==> config.mk <==
export PLATFORM = sky130hd
export DESIGN_NAME = tx_fifo_serialiser_flat
export DESIGN_NICKNAME = d
export VERILOG_FILES = /design/src/rtl/tx_fifo_serialiser_pkg.sv /design/src/rtl/tx_fifo_serialiser_if.sv /design/src/rtl/tx_fifo_serialiser_sync_fifo.sv /design/src/rtl/tx_fifo_serialiser.sv /design/src/flat_wrapper.sv
export SDC_FILE = /design/constraint.sdc
export NUM_CORES = 1
export LEC_CHECK = 0
export ABC_CLOCK_PERIOD_IN_PS = 4800
export BUFFER_PORTS_ARGS = -buffer_cell sky130_fd_sc_hd__buf_4
export CAP_MARGIN = 10
export CELL_PAD_IN_SITES_DETAIL_PLACEMENT = 0
export CELL_PAD_IN_SITES_GLOBAL_PLACEMENT = 1
export CORE_MARGIN = 1
export CORE_UTILIZATION = 49
export CTS_CLUSTER_DIAMETER = 60
export DETAILED_ROUTE_END_ITERATION = 6
export PLACE_DENSITY = 0.85
export SYNTH_ARGS = -nofsm -noshare
export SYNTH_HDL_FRONTEND = slang
export SYNTH_SLANG_ARGS = --single-unit
==> constraint.sdc <==
create_clock -name clk -period 4.8 [get_ports clk]
set_input_delay 0.24 -clock clk [delete_from_list [all_inputs] [get_ports clk]]
set_output_delay 0.24 -clock clk [all_outputs]
set_load 0.02 [all_outputs]
==> src/rtl/tx_fifo_serialiser_pkg.sv <==
// Shared Tx types: the FIFO entry, the serialiser state and the bit-count decode.
package tx_fifo_serialiser_pkg;

  typedef struct packed {
    logic [7:0] data;
    logic [2:0] bits;
  } tx_byte_t;

  localparam int TX_BYTE_W = $bits(tx_byte_t);

  typedef enum logic [1:0] {S_IDLE, S_BITS, S_PARITY} ser_state_e;

  // A bits field of zero encodes a full byte.
  function automatic logic [3:0] bits_to_count(input logic [2:0] bits);
    return (bits == 3'd0) ? 4'd8 : {1'b0, bits};
  endfunction

endpackage

==> src/rtl/tx_fifo_serialiser_if.sv <==
// Byte-side push port and bit-side req handshake. master = frame generator / bit sink side, slave = serialiser.
interface tx_fifo_serialiser_if #(parameter int DEPTH = 4);
  localparam int LVL_W = $clog2(DEPTH + 1);

  logic [7:0]       in_data;
  logic [2:0]       in_data_bits;
  logic             in_valid;
  logic             in_ready;
  logic             out_data;
  logic             out_data_valid;
  logic             out_last_bit_in_byte;
  logic             out_req;
  logic [LVL_W-1:0] level;

  modport master (
    output in_data, in_data_bits, in_valid, out_req,
    input  in_ready, out_data, out_data_valid, out_last_bit_in_byte, level
  );

  modport slave (
    input  in_data, in_data_bits, in_valid, out_req,
    output in_ready, out_data, out_data_valid, out_last_bit_in_byte, level
  );
endinterface

==> src/rtl/tx_fifo_serialiser_sync_fifo.sv <==
// Single-clock FIFO with registered occupancy; caller guarantees no push when full, no pop when empty.
module sync_fifo #(
  parameter int WIDTH = 11,
  parameter int DEPTH = 4
) (
  input  logic                       clk,
  input  logic                       rst_n,
  input  logic                       push,
  input  logic                       pop,
  input  logic [WIDTH-1:0]           wdata,
  output logic [WIDTH-1:0]           rdata,
  output logic                       full,
  output logic                       empty,
  output logic [$clog2(DEPTH+1)-1:0] level
);
  localparam int AW    = $clog2(DEPTH);
  localparam int LVL_W = $clog2(DEPTH + 1);

  logic [WIDTH-1:0] mem_q [DEPTH];
  logic [WIDTH-1:0] mem_d [DEPTH];
  logic [AW-1:0]    wr_ptr_q, wr_ptr_d, rd_ptr_q, rd_ptr_d;
  logic [LVL_W-1:0] level_q, level_d;

  always_comb begin
    mem_d    = mem_q;
    wr_ptr_d = wr_ptr_q;
    rd_ptr_d = rd_ptr_q;
    if (push) begin
      mem_d[wr_ptr_q] = wdata;
      wr_ptr_d        = wr_ptr_q + AW'(1);
    end
    if (pop) rd_ptr_d = rd_ptr_q + AW'(1);
    level_d = level_q + LVL_W'(push) - LVL_W'(pop);
  end

  always_ff @(posedge clk) begin
    if (!rst_n) begin
      wr_ptr_q <= '0;
      rd_ptr_q <= '0;
      level_q  <= '0;
    end else begin
      wr_ptr_q <= wr_ptr_d;
      rd_ptr_q <= rd_ptr_d;
      level_q  <= level_d;
    end
  end

  // Storage needs no reset: pointers and level define what is valid.
  always_ff @(posedge clk) mem_q <= mem_d;

  assign rdata = mem_q[rd_ptr_q];
  assign full  = (level_q == LVL_W'(DEPTH));
  assign empty = (level_q == '0);
  assign level = level_q;
endmodule

==> src/rtl/tx_fifo_serialiser.sv <==
// Buffered byte-to-bit Tx serialiser: FIFO in front, req-paced bit output with optional odd parity.
module tx_fifo_serialiser
  import tx_fifo_serialiser_pkg::*;
#(
  parameter int DEPTH      = 4,
  parameter int ADD_PARITY = 1,
  parameter int MSB_FIRST  = 0
) (
  input logic                 clk,
  input logic                 rst_n,
  tx_fifo_serialiser_if.slave bus
);
  localparam int LVL_W = $clog2(DEPTH + 1);

  logic             fifo_push, fifo_pop, fifo_full, fifo_empty;
  logic [LVL_W-1:0] fifo_level;
  tx_byte_t         in_byte, fifo_rdata;

  ser_state_e state_q, state_d;
  logic [2:0] idx_q, idx_d;
  tx_byte_t   cur_q, cur_d;
  logic       out_data_q, out_data_d, valid_q, valid_d, last_q, last_d;
  logic       load, end_byte;

  function automatic logic [2:0] first_idx(input logic [2:0] bits);
    logic [3:0] n;
    n = bits_to_count(bits);
    return (MSB_FIRST != 0) ? 3'(n - 4'd1) : 3'd0;
  endfunction

  function automatic logic is_last(input logic [2:0] idx, input logic [2:0] bits);
    logic [3:0] n;
    n = bits_to_count(bits);
    return (MSB_FIRST != 0) ? (idx == 3'd0) : ({1'b0, idx} == n - 4'd1);
  endfunction

  assign in_byte   = '{data: bus.in_data, bits: bus.in_data_bits};
  assign fifo_push = bus.in_valid && bus.in_ready;

  sync_fifo #(.WIDTH(TX_BYTE_W), .DEPTH(DEPTH)) u_fifo (
    .clk   (clk),
    .rst_n (rst_n),
    .push  (fifo_push),
    .pop   (fifo_pop),
    .wdata (in_byte),
    .rdata (fifo_rdata),
    .full  (fifo_full),
    .empty (fifo_empty),
    .level (fifo_level)
  );

  always_comb begin
    state_d  = state_q;
    idx_d    = idx_q;
    cur_d    = cur_q;
    valid_d  = valid_q;
    fifo_pop = 1'b0;
    load     = 1'b0;
    end_byte = 1'b0;
    case (state_q)
      S_IDLE:   load = !fifo_empty;
      S_BITS: if (bus.out_req) begin
        if (!is_last(idx_q, cur_q.bits))
          idx_d = (MSB_FIRST != 0) ? idx_q - 3'd1 : idx_q + 3'd1;
        else if (ADD_PARITY != 0 && cur_q.bits == 3'd0)
          state_d = S_PARITY;
        else
          end_byte = 1'b1;
      end
      S_PARITY: end_byte = bus.out_req;
      default:  state_d = S_IDLE;
    endcase
    if (end_byte) begin
      if (!fifo_empty) load = 1'b1;
      else begin
        state_d = S_IDLE;
        valid_d = 1'b0;
      end
    end
    // Loading directly from end-of-byte keeps consecutive bytes gapless.
    if (load) begin
      fifo_pop = 1'b1;
      cur_d    = fifo_rdata;
      idx_d    = first_idx(fifo_rdata.bits);
      state_d  = S_BITS;
      valid_d  = 1'b1;
    end
    out_data_d = 1'b0;
    last_d     = 1'b0;
    if (state_d == S_PARITY) begin
      out_data_d = ~^cur_d.data;
      last_d     = 1'b1;
    end else if (state_d == S_BITS) begin
      out_data_d = cur_d.data[idx_d];
      last_d     = is_last(idx_d, cur_d.bits) && !(ADD_PARITY != 0 && cur_d.bits == 3'd0);
    end
  end

  always_ff @(posedge clk) begin
    if (!rst_n) begin
      state_q    <= S_IDLE;
      idx_q      <= '0;
      cur_q      <= '0;
      out_data_q <= 1'b0;
      valid_q    <= 1'b0;
      last_q     <= 1'b0;
    end else begin
      state_q    <= state_d;
      idx_q      <= idx_d;
      cur_q      <= cur_d;
      out_data_q <= out_data_d;
      valid_q    <= valid_d;
      last_q     <= last_d;
    end
  end

  assign bus.in_ready             = !fifo_full;
  assign bus.level                = fifo_level;
  assign bus.out_data             = out_data_q;
  assign bus.out_data_valid       = valid_q;
  assign bus.out_last_bit_in_byte = last_q;
endmodule

==> src/flat_wrapper.sv <==
// flat-port wrapper written by rule: the top's interface ports become plain ports
module tx_fifo_serialiser_flat import tx_fifo_serialiser_pkg::*;
#(
  parameter int DEPTH      = 4,
  parameter int ADD_PARITY = 1,
  parameter int MSB_FIRST  = 0
)
  (clk, rst_n, bus_in_data, bus_in_data_bits, bus_in_valid, bus_out_req, bus_in_ready, bus_out_data, bus_out_data_valid, bus_out_last_bit_in_byte, bus_level);
  tx_fifo_serialiser_if #(.DEPTH(DEPTH)) bus_i ();
  input logic clk;
  input logic rst_n;
  input wire logic [$bits(bus_i.in_data)-1:0] bus_in_data;
  input wire logic [$bits(bus_i.in_data_bits)-1:0] bus_in_data_bits;
  input wire logic [$bits(bus_i.in_valid)-1:0] bus_in_valid;
  input wire logic [$bits(bus_i.out_req)-1:0] bus_out_req;
  output wire logic [$bits(bus_i.in_ready)-1:0] bus_in_ready;
  output wire logic [$bits(bus_i.out_data)-1:0] bus_out_data;
  output wire logic [$bits(bus_i.out_data_valid)-1:0] bus_out_data_valid;
  output wire logic [$bits(bus_i.out_last_bit_in_byte)-1:0] bus_out_last_bit_in_byte;
  output wire logic [$bits(bus_i.level)-1:0] bus_level;
  assign bus_i.in_data = bus_in_data;
  assign bus_i.in_data_bits = bus_in_data_bits;
  assign bus_i.in_valid = bus_in_valid;
  assign bus_i.out_req = bus_out_req;
  assign bus_in_ready = bus_i.in_ready;
  assign bus_out_data = bus_i.out_data;
  assign bus_out_data_valid = bus_i.out_data_valid;
  assign bus_out_last_bit_in_byte = bus_i.out_last_bit_in_byte;
  assign bus_level = bus_i.level;
  tx_fifo_serialiser #(.DEPTH(DEPTH), .ADD_PARITY(ADD_PARITY), .MSB_FIRST(MSB_FIRST)) u_core (.clk(clk), .rst_n(rst_n), .bus(bus_i));
endmodule
==> metrics.txt, run 1 <==
pwr/cell area 590.8 mW/mm²; Worst Path Max Fanout 20; RSZ-0062 raised after global routing false; # IOs 22; Final Setup Violations 0; CP Class reg -> reg; CP Capture Type flop; register clock-pin slew on the reported worst setup and hold paths 0.07 ns; Post-synth EDFFs 44; fin nets 315; layout cell share with drive strength beyond 1 0.2000; first-pass GRT wire length 9.591 mm; CP required 5.03 ns; outcome completed; Max Cap Viol 0; drc violations 0; top_reg_cell synth edfxtp_1; Avg Cell Area, Syn roughly 13 µm²; HP Class in -> reg; WP data arrival 3.80 ns; clock skew between 0.006 and 0.007 ns; Die Span Y between 80 and 90 µm; Initial Util 0.5213; Hold Fails Final Rpt 0; cell count after synthesis about 260; clk sink count 70; Clock Path Buffers 2; Root Buffer clkbuf_8; CTS Buf Count 9; Max Clk Rate between 200 and 300 MHz; Yosys cell types 52; placer congestion estimate 0.7654; Post-CTS Setup Bufs 0; post-detailed-route wirelength per cell 15.49 µm; Final Cycle Share 0.7437; Final Max Tran Viols 0; Synth area leader edfxtp_1; Synth async-reset ratio 0; Setup TNS 0 ns; startpoint class of the critical path flop; CTS resizes 0; final wirelength 5.683 mm; post-synthesis register bit count 70; min cycle time layout 3.570 ns; Chip Width 85.13 µm; Max-slew headroom 0.4593; actual slew at the worst max-slew pin about 0.81 ns; register area share after synthesis 0.5440; 1st-pass router iterations 4; Mapped Nets ~290; # hold bufs at CTS 0; post-layout power about 2.2 mW; CTS tree yes; Setup WS pre-CTS 1.228 ns; Rows 29; initial drt markers 74; total number of vias 2000; GRT overflow 0; Die Area 0.007246 mm²; top post-synthesis cells by area edfxtp_1, dfxtp_1, mux4_2; total global routing track utilization 0.1766; H-tree depth 3; diode count 0; Leak 1.380 nW; Routed Antenna Nets 0; worst setup margin 1.230 ns; Post-Syn Area 0.003386 mm²; hpwl dp 3.957 mm; Port Buffers 21; Layout area overhead 11.42%; Syn. warnings 0; Synth top area share 0.3902; initial antenna violation count 0; maximum VDD drop 0.3086 mV; largest net degree at the start of global routing 25; vias in the first global route 2044; routed vias/inst roughly 5.4; core area 0.006495 mm²; clock latency on the worst-skew pair 0.34 ns
[metrics by stage]
stage | instances | util | hold slack [ns] | area, µm²
floorplan | 263 | - | 0.3389 | 3386
global placement | 352 | 0.5521 | 0.4404 | 3586
detailed placement | 352 | 0.5521 | 0.4434 | 3586
CTS | 367 | 0.5808 | 0.07508 | 3772
global route | 367 | 0.5808 | 0.07654 | 3772
finish | 367 | 0.5808 | 0.09550 | 3772
[placed cells by master, fill, tap and decap left out, types with 7 or more instances in the layout]
cell type   n
edfxtp_1   44
dfxtp_1    26
nand2_1    25
buf_4      22
nor2_1     14
xnor2_1    13
ha_1       13
inv_1      12
mux4_2     11
a21boi_0   10
clkbuf_8    9
nor3_1      8
and3_1      8
and2_1      8
nor2b_1     7
[cells by family after synthesis]
kind of cell	Yosys count	share of synthesized area
xor gates and xnor gates	19	0.05617
adders and majority gates	14	0.05396
AOI/OAI and AO/OA	39	0.09793
muxes	17	0.09128
and+or+nand+nor	81	0.1242
DFF	70	0.5440
buffers and inverters	23	0.03252
[metal layers]
layer,vias to the layer above,global-route usage,share of wire
met1,958,0.2152,0.46
met2,30,0.2962,0.49
li1,1004,-,-
met4,0,0.06471,0.013
met5,-,0,0
met3,8,0.05545,0.035
[state kept, by name (all words and copies together) (netlist names)]
signal,cells
u_core.u_fifo.mem_q,44
u_core.bus.out_last_bit_in_byte,1
u_core.u_fifo.rd_ptr_q,2
u_core.idx_q,3
u_core.cur_q,11
u_core.state_q,2
u_core.bus.out_data_valid,1
u_core.bus.out_data,1
u_core.u_fifo.level,3
u_core.u_fifo.wr_ptr_q,2
[where the power goes]
group	total [mW]	switching [mW]	leakage [nW]	internal, mW
sequential	0.866	0.112	0.616	0.754
combinational	0.915	0.487	0.674	0.427
clock	0.448	0.213	0.0891	0.236
[critical path: stages, from the launching register on]
cell and delay [ns]:
dfxtp_1 0.45, inv_1 0.07, ha_1 0.30, xnor2_1 0.58, nor4_4 0.08, o31ai_4 0.18, buf_4 0.25, inv_2 0.20
ha_1 0.32, inv_1 0.05, ha_1 0.13, inv_1 0.04, fa_1 0.37, xnor2_1 0.14, xnor2_1 0.12, and2_1 0.15
[final cells by class]
| class | count | area [µm²] |
|---|---|---|
| fillers | 517 | 2723 |
| flip-flops and latches | 70 | 1842 |
| multi-input cells | 170 | 1434 |
| repair buffers | 22 | 165.2 |
| clock buffers | 9 | 123.9 |
| well taps | 77 | 96.34 |
| clock inverters | 6 | 62.56 |
| inverters | 13 | 48.80 |
[cells in the mapped netlist, types with 2 or more instances]
cell type,instances
buf_1,2
nor2b_1,7
clkbuf_1,4
ha_1,13
xor2_1,4
o21a_1,2
nand2_1,25
mux4_2,11
mux2i_1,5
xnor2_1,13
a211o_1,2
a21boi_0,10
buf_6,3
o211a_1,2
or3_1,2
a31oi_1,3
inv_1,12
a21oi_1,4
nor3_1,8
dfxtp_1,26
edfxtp_1,44
and2_1,8
and3_1,8
nor2_1,14
a22oi_1,2
nand2b_1,3
[worst paths after layout]
path	start	to	slack, ns	depth (start not counted)
worst max-delay path	u_core.cur_q[0]	u_core.u_fifo.level[2]	1.23	15
worst min-delay path	bus_in_data[4]	u_core.u_fifo.mem_q[40]	0.1	1
worst max register to register	u_core.cur_q[0]	u_core.u_fifo.level[2]	1.23	15
worst min register to register	u_core.bus.out_data_valid	u_core.bus.out_data_valid	0.49	2
No activity file was read; power rests on OpenSTA's default activity.
==> run 2, diff against run 1 <==
--- a/config.mk
+++ b/config.mk
@@ -5,16 +5,16 @@
 export SDC_FILE = /design/constraint.sdc
 export NUM_CORES = 1
 export LEC_CHECK = 0
-export ABC_CLOCK_PERIOD_IN_PS = 4800
+export ABC_CLOCK_PERIOD_IN_PS = 2950
 export BUFFER_PORTS_ARGS = -buffer_cell sky130_fd_sc_hd__buf_4
 export CAP_MARGIN = 10
 export CELL_PAD_IN_SITES_DETAIL_PLACEMENT = 0
 export CELL_PAD_IN_SITES_GLOBAL_PLACEMENT = 1
 export CORE_MARGIN = 1
-export CORE_UTILIZATION = 49
+export CORE_UTILIZATION = 45
 export CTS_CLUSTER_DIAMETER = 60
 export DETAILED_ROUTE_END_ITERATION = 6
-export PLACE_DENSITY = 0.85
+export PLACE_DENSITY = 0.83
 export SYNTH_ARGS = -nofsm -noshare
 export SYNTH_HDL_FRONTEND = slang
 export SYNTH_SLANG_ARGS = --single-unit
==> constraint.sdc (replaced) <==
create_clock -name clk -period 2.95 [get_ports clk]
set_input_delay 0.1475 -clock clk [delete_from_list [all_inputs] [get_ports clk]]
set_output_delay 0.1475 -clock clk [all_outputs]
set_load 0.02 [all_outputs]
==> metrics.txt, run 2 (synthesized netlist as in run 1, its figures left out) <==
outcome completed (unchanged); pwr/cell area 963.3 mW/mm² (was 590.8 mW/mm²); total global routing track utilization 0.1695 (was 0.1766); WP data arrival 3.11 ns (was 3.80 ns); crit-path leading delay family compound AO/OA/AOI/OAI gates (was adder cells); Largest register FFs 44 (unchanged); CP cell instances inv_2, ha_4, xnor2_4, nor4_4, o31ai_4, inv_2, mux2i_1, ha_1, xor2_1, a211oi_1, a31o_1, a32o_1 (was inv_1, ha_1, xnor2_1, nor4_4, o31ai_4, buf_4, inv_2, ha_1, inv_1, ha_1, inv_1, fa_1, xnor2_1, xnor2_1, and2_1); startpoint class of the critical path flop (unchanged); Routed Antenna Nets 0 (unchanged); fin nets 335 (was 315); # IOs 22 (unchanged); met1 Use GR 0.2207 (was 0.2152); Chip Width 88.74 µm (was 85.13 µm); Port Buffers 21 (unchanged); Max-slew headroom 0.5853 (was 0.4593); min cycle time layout 2.828 ns (was 3.570 ns); diode count 0 (unchanged); core area 0.007253 mm² (was 0.006495 mm²); placed cell area 0.003767 mm² (was 0.003586 mm²); Setup WS pre-CTS 0.1800 ns (was 1.228 ns); Post-CTS Setup Bufs 0 (unchanged); Rows 31 (was 29); commonest non-fill, non-tap cells in the layout edfxtp_1, buf_4, nand2_1, dfxtp_1, nor2_1 (was edfxtp_1, dfxtp_1, nand2_1, buf_4, nor2_1); register clock-pin slew on the reported worst setup and hold paths 0.08 ns (was 0.07 ns); post-detailed-route wirelength per cell 14.55 µm (was 15.49 µm); fin area 0.004056 mm² (was 0.003772 mm²); layout cell share with drive strength beyond 1 0.2637 (was 0.2000); Clock Path Buffers 2 (unchanged); crit path launch u_core.cur_q[1] (was u_core.cur_q[0]); Setup TNS 0 ns (unchanged); Leak 1.485 nW (was 1.380 nW); hpwl dp 4.225 mm (was 3.957 mm); Die Area 0.007875 mm² (was 0.007246 mm²); RR Startpoint u_core.cur_q[1] (was u_core.cur_q[0]); CP Depth 12 (was 15); Worst Hold Launch bus_in_data[0] (was bus_in_data[4]); GRT overflow 0 (unchanged); drc violations 0 (unchanged); RR Endpoint u_core.bus.out_last_bit_in_byte (was u_core.u_fifo.level[2]); vias in the first global route 1996 (was 2044); CP required 3.23 ns (was 5.03 ns); most frequent cell on the critical path inv_2; GRT Max-Usage Layer met2 (unchanged); worst-case reg-to-reg path depth 12 (was 15); Die Span Y 88.74 µm (was 85.13 µm); Final Max Tran Viols 0 (unchanged); CP max stage cell dfxtp_2 (was xnor2_1); routed vias/inst 5.020 (was 5.450); largest reg by FF count u_core.u_fifo.mem_q (unchanged); Max Cap Viol 0 (unchanged); actual slew at the worst max-slew pin 0.6220 ns (was 0.8099 ns); met2 usage 0.2776 (was 0.2962); final wirelength 5.964 mm (was 5.683 mm); Crit path buffers/inverters 2 (was 5); commonest non-fill, non-tap cell in the layout edfxtp_1 (unchanged); clock skew 0.006502 ns (was 0.006109 ns); Critical Path Sink u_core.bus.out_last_bit_in_byte (was u_core.u_fifo.level[2]); Max Clk Rate 353.6 MHz (was 280.1 MHz); Initial Util 0.4668 (was 0.5213); CTS Buf Count 9 (unchanged); maximum VDD drop 0.5051 mV (was 0.3086 mV); initial drt markers 129 (was 74); total number of vias 2058 (was 2000); top flop regs u_core.u_fifo.mem_q (44), u_core.cur_q (11) (unchanged); clk sink count 70 (unchanged); Reg2Reg Setup Slack 0.12 ns (was 1.23 ns); HP Class in -> reg (unchanged); Final Setup Violations 0 (unchanged); largest net degree at the start of global routing 25 (unchanged); Hold Fails Final Rpt 0 (unchanged); Util after Layout 0.5593 (was 0.5808); worst setup margin 0.1219 ns (was 1.230 ns); CP Class reg -> reg (unchanged); initial antenna violation count 0 (unchanged); clock latency on the worst-skew pair 0.34 ns (about the same); RSZ-0062 raised after global routing true (was false); Layout area overhead 19.81% (was 11.42%); Worst Path Max Fanout 6 (was 20); CTS resizes 0 (unchanged); H-tree depth 3 (unchanged); Root Buffer clkbuf_8 (unchanged); CP Capture Type flop (unchanged); Final Cycle Share 0.9587 (was 0.7437); first-pass GRT wire length 9.687 mm (was 9.591 mm); critical path's largest stage delay 0.37 ns (was 0.58 ns); met3 Use GR 0.04571 (was 0.05545); placer congestion estimate 0.7885 (was 0.7654); 1st-pass router iterations 4 (unchanged); CTS tree yes (unchanged)
-- run 2: worst min-delay path by stage --
stage | depth (start not counted) | slack, ns | to
after floorplan | 0 | 0.25 | u_core.u_fifo.mem_q[0]
after global placement | 1 | 0.35 | u_core.u_fifo.mem_q[0]
after detailed placement | 1 | 0.35 | u_core.u_fifo.mem_q[11]
after CTS | 1 | 0.0003 | u_core.u_fifo.mem_q[28]
after global routing | 1 | 0.002 | u_core.u_fifo.mem_q[17]
final | 1 | 0.01 | u_core.u_fifo.mem_q[25]
-- run 2: worst register-to-register path, delay by kind of cell, from the launching register on --
kind	cells	cell delay, ns
adder cells (fa/ha/maj)	2	0.54
XOR/XNOR	2	0.36
flip-flops	1	0.37
buffers and inverters	2	0.19
multiplexers	1	0.26
AO/OA/AOI/OAI	4	0.70
AND/OR/NAND/NOR	1	0.34
-- run 2: area by class of cell --
type                       instances  area [µm²]
clock buffer                      10       127.6
timing repair buffer              42       337.8
clock inverter                     6       71.32
multi-input combinational        170        1500
fill                             597        3197
inverter                          13       48.80
tap                               99       123.9
sequential                        70        1847
-- run 2: stage by stage --
stage	total power, mW	hold WS [ns]	instances
finish	3.907	0.01446	410
global route	4.174	0.002207	410
CTS	3.943	0.0002600	410
detailed placement	3.163	0.3512	385
global placement	3.139	0.3476	385
floorplan	2.758	0.2464	263
-- run 2: timing repair --
item,CTS,global route
endpoints found under the setup margin,0,1
hold buffers,9,0
hold endpoints to repair,34,0
-- run 2: power breakdown --
| part | leakage [nW] | internal (mW) | total, mW | switching, mW |
|---|---|---|---|---|
| Clock | 0.0931 | 0.396 | 0.770 | 0.374 |
| Sequential | 0.617 | 1.23 | 1.38 | 0.144 |
| Combinational | 0.774 | 0.852 | 1.76 | 0.909 |
| Total | 1.48 | 2.48 | 3.91 | 1.43 |
-- run 2: routing by layer --
layer / vias up / share of wire
li1: 1049 / -
met5: - / 0
met3: 7 / 0.028
met2: 29 / 0.48
met1: 973 / 0.48
met4: 0 / 0.012
==> run 3, diff against run 2 <==
--- a/config.mk
+++ b/config.mk
@@ -8,13 +8,11 @@
 export ABC_CLOCK_PERIOD_IN_PS = 2950
 export BUFFER_PORTS_ARGS = -buffer_cell sky130_fd_sc_hd__buf_4
 export CAP_MARGIN = 10
-export CELL_PAD_IN_SITES_DETAIL_PLACEMENT = 0
-export CELL_PAD_IN_SITES_GLOBAL_PLACEMENT = 1
 export CORE_MARGIN = 1
-export CORE_UTILIZATION = 45
+export CORE_UTILIZATION = 54
 export CTS_CLUSTER_DIAMETER = 60
 export DETAILED_ROUTE_END_ITERATION = 6
-export PLACE_DENSITY = 0.83
+export PLACE_DENSITY = 0.82
 export SYNTH_ARGS = -nofsm -noshare
 export SYNTH_HDL_FRONTEND = slang
 export SYNTH_SLANG_ARGS = --single-unit
==> metrics.txt, run 3 (synthesized netlist as in run 1, its figures left out) <==
first-pass GRT wire length 10.36 mm (was 9.687 mm); CP Class reg -> reg (unchanged); drc violations 0 (unchanged); Root Buffer clkbuf_8 (unchanged); layout cell share with drive strength beyond 1 0.2613 (was 0.2637); 1st-pass router iterations 4 (unchanged); commonest non-fill, non-tap cells in the layout edfxtp_1, buf_4, nand2_1, dfxtp_1, nor2_1 (unchanged); Port Buffers 21 (unchanged); WP data arrival 2.99 ns (was 3.11 ns); outcome completed (unchanged); actual slew at the worst max-slew pin 0.6112 ns (was 0.6220 ns); Rows 28 (was 31); post-detailed-route wirelength per cell 17.08 µm (was 14.55 µm); core area 0.005991 mm² (was 0.007253 mm²); diode count 0 (unchanged); min cycle time layout 2.756 ns (was 2.828 ns); largest reg by FF count u_core.u_fifo.mem_q (unchanged); total number of vias 2162 (was 2058); fin nets 334 (was 335); Max-slew headroom 0.5925 (was 0.5853); initial drt markers 119 (was 129); Chip Width 81.18 µm (was 88.74 µm); placer congestion estimate 0.8604 (was 0.7885); H-tree depth 3 (unchanged); total global routing track utilization 0.2187 (was 0.1695); maximum VDD drop 0.5952 mV (was 0.5051 mV); CP Capture Type flop (unchanged); GRT overflow 0 (unchanged); Largest register FFs 44 (unchanged); clock skew 0.01012 ns (was 0.006502 ns); # placed instances 359 (was 385); Leak 1.480 nW (was 1.485 nW); CTS Buf Count 9 (unchanged); clock latency on the worst-skew pair 0.35 ns (was 0.34 ns); worst setup margin 0.1940 ns (was 0.1219 ns); startpoint class of the critical path flop (unchanged); Finished Layout Cells 385 (was 410); CTS tree yes (unchanged); Worst Path Max Fanout 5 (was 6); Die Area 0.006590 mm² (was 0.007875 mm²); clk sink count 70 (unchanged); commonest non-fill, non-tap cell in the layout edfxtp_1 (unchanged); # IOs 22 (unchanged); Layout area overhead 18.96% (was 19.81%); Routed Antenna Nets 0 (unchanged); Final Max Tran Viols 0 (unchanged); Initial Util 0.5652 (was 0.4668); vias in the first global route 2126 (was 1996); Final Setup Violations 0 (unchanged); routed vias/inst 5.616 (was 5.020); RSZ-0062 raised after global routing false (was true); Setup WS pre-CTS 0.2093 ns (was 0.1800 ns); HP Class in -> reg (unchanged); final wirelength 6.574 mm (was 5.964 mm); largest net degree at the start of global routing 25 (unchanged); Max Cap Viol 0 (unchanged); hpwl dp 4.293 mm (was 4.225 mm); pwr/cell area 984.4 mW/mm² (was 963.3 mW/mm²); Setup TNS 0 ns (unchanged); Clock Path Buffers 2 (unchanged); Max Clk Rate 362.8 MHz (was 353.6 MHz); top flop regs u_core.u_fifo.mem_q (44), u_core.cur_q (11) (unchanged); initial antenna violation count 0 (unchanged); register clock-pin slew on the reported worst setup and hold paths 0.08 ns (about the same); Final Cycle Share 0.9342 (was 0.9587); CP required 3.19 ns (was 3.23 ns); Hold Fails Final Rpt 0 (unchanged); Die Span Y 81.18 µm (was 88.74 µm)
-- run 3: power by group --
part           switching (mW)  leakage [nW]  internal, mW
registers               0.147         0.617          1.23
clock network           0.410        0.0944         0.402
logic                   0.926         0.768         0.849
-- run 3: final cells by class --
type                    count  area [µm²]
multi-input cells         170        1500
repair buffers             41       332.8
flip-flops and latches     70        1847
well taps                  75       93.84
clock inverters             7       81.33
clock buffers               9       123.9
fillers                   419        1963
inverters                  13       48.80
-- run 3: metrics by stage --
step | power, mW | util | hold slack (ns) | instance area, µm²
global route | 4.216 | 0.6723 | -0.003101 | 4028
floorplan | 2.758 | - | 0.2464 | 3463
CTS | 3.965 | 0.6690 | 0.0003829 | 4008
finish | 3.965 | 0.6723 | 0.007142 | 4028
global placement | 3.106 | 0.6213 | 0.3474 | 3722
detailed placement | 3.150 | 0.6213 | 0.3535 | 3722
-- run 3: routing by layer --
layer  vias to the layer above  track usage  share of wire
met4                         0      0.07321         0.0061
met5                         -            0              0
met3                         4      0.05955          0.034
met1                      1059       0.2802           0.44
li1                       1051            -              -
met2                        48       0.3588           0.52
-- run 3: repair_timing --
| action | CTS | global route |
|---|---|---|
| buffers inserted | 0 | 0 |
| hold buffers | 8 | 2 |
| gates resized for setup | 0 | 0 |
| hold endpoints to repair | 29 | 4 |
-- run 3: path summary, 6_finish.rpt --
check	from	endpoint	slack, ns	cells past startpoint
max	u_core.cur_q[1]	u_core.bus.out_last_bit_in_byte	0.19	12
min reg2reg	u_core.bus.out_data_valid	u_core.bus.out_data_valid	0.49	2
max reg2reg	u_core.cur_q[1]	u_core.bus.out_last_bit_in_byte	0.19	12
min	bus_in_data[5]	u_core.u_fifo.mem_q[30]	0.007	1
-- run 3: critical path, cell delays in order (launching register included) --
cell and delay (ns):
dfxtp_2 0.37, inv_2 0.05, ha_4 0.25, xnor2_4 0.18
nor4_4 0.35, o31ai_4 0.11, inv_2 0.13, mux2i_1 0.28
ha_1 0.29, xor2_1 0.16, a211oi_1 0.06, a31o_1 0.21
a32o_1 0.21
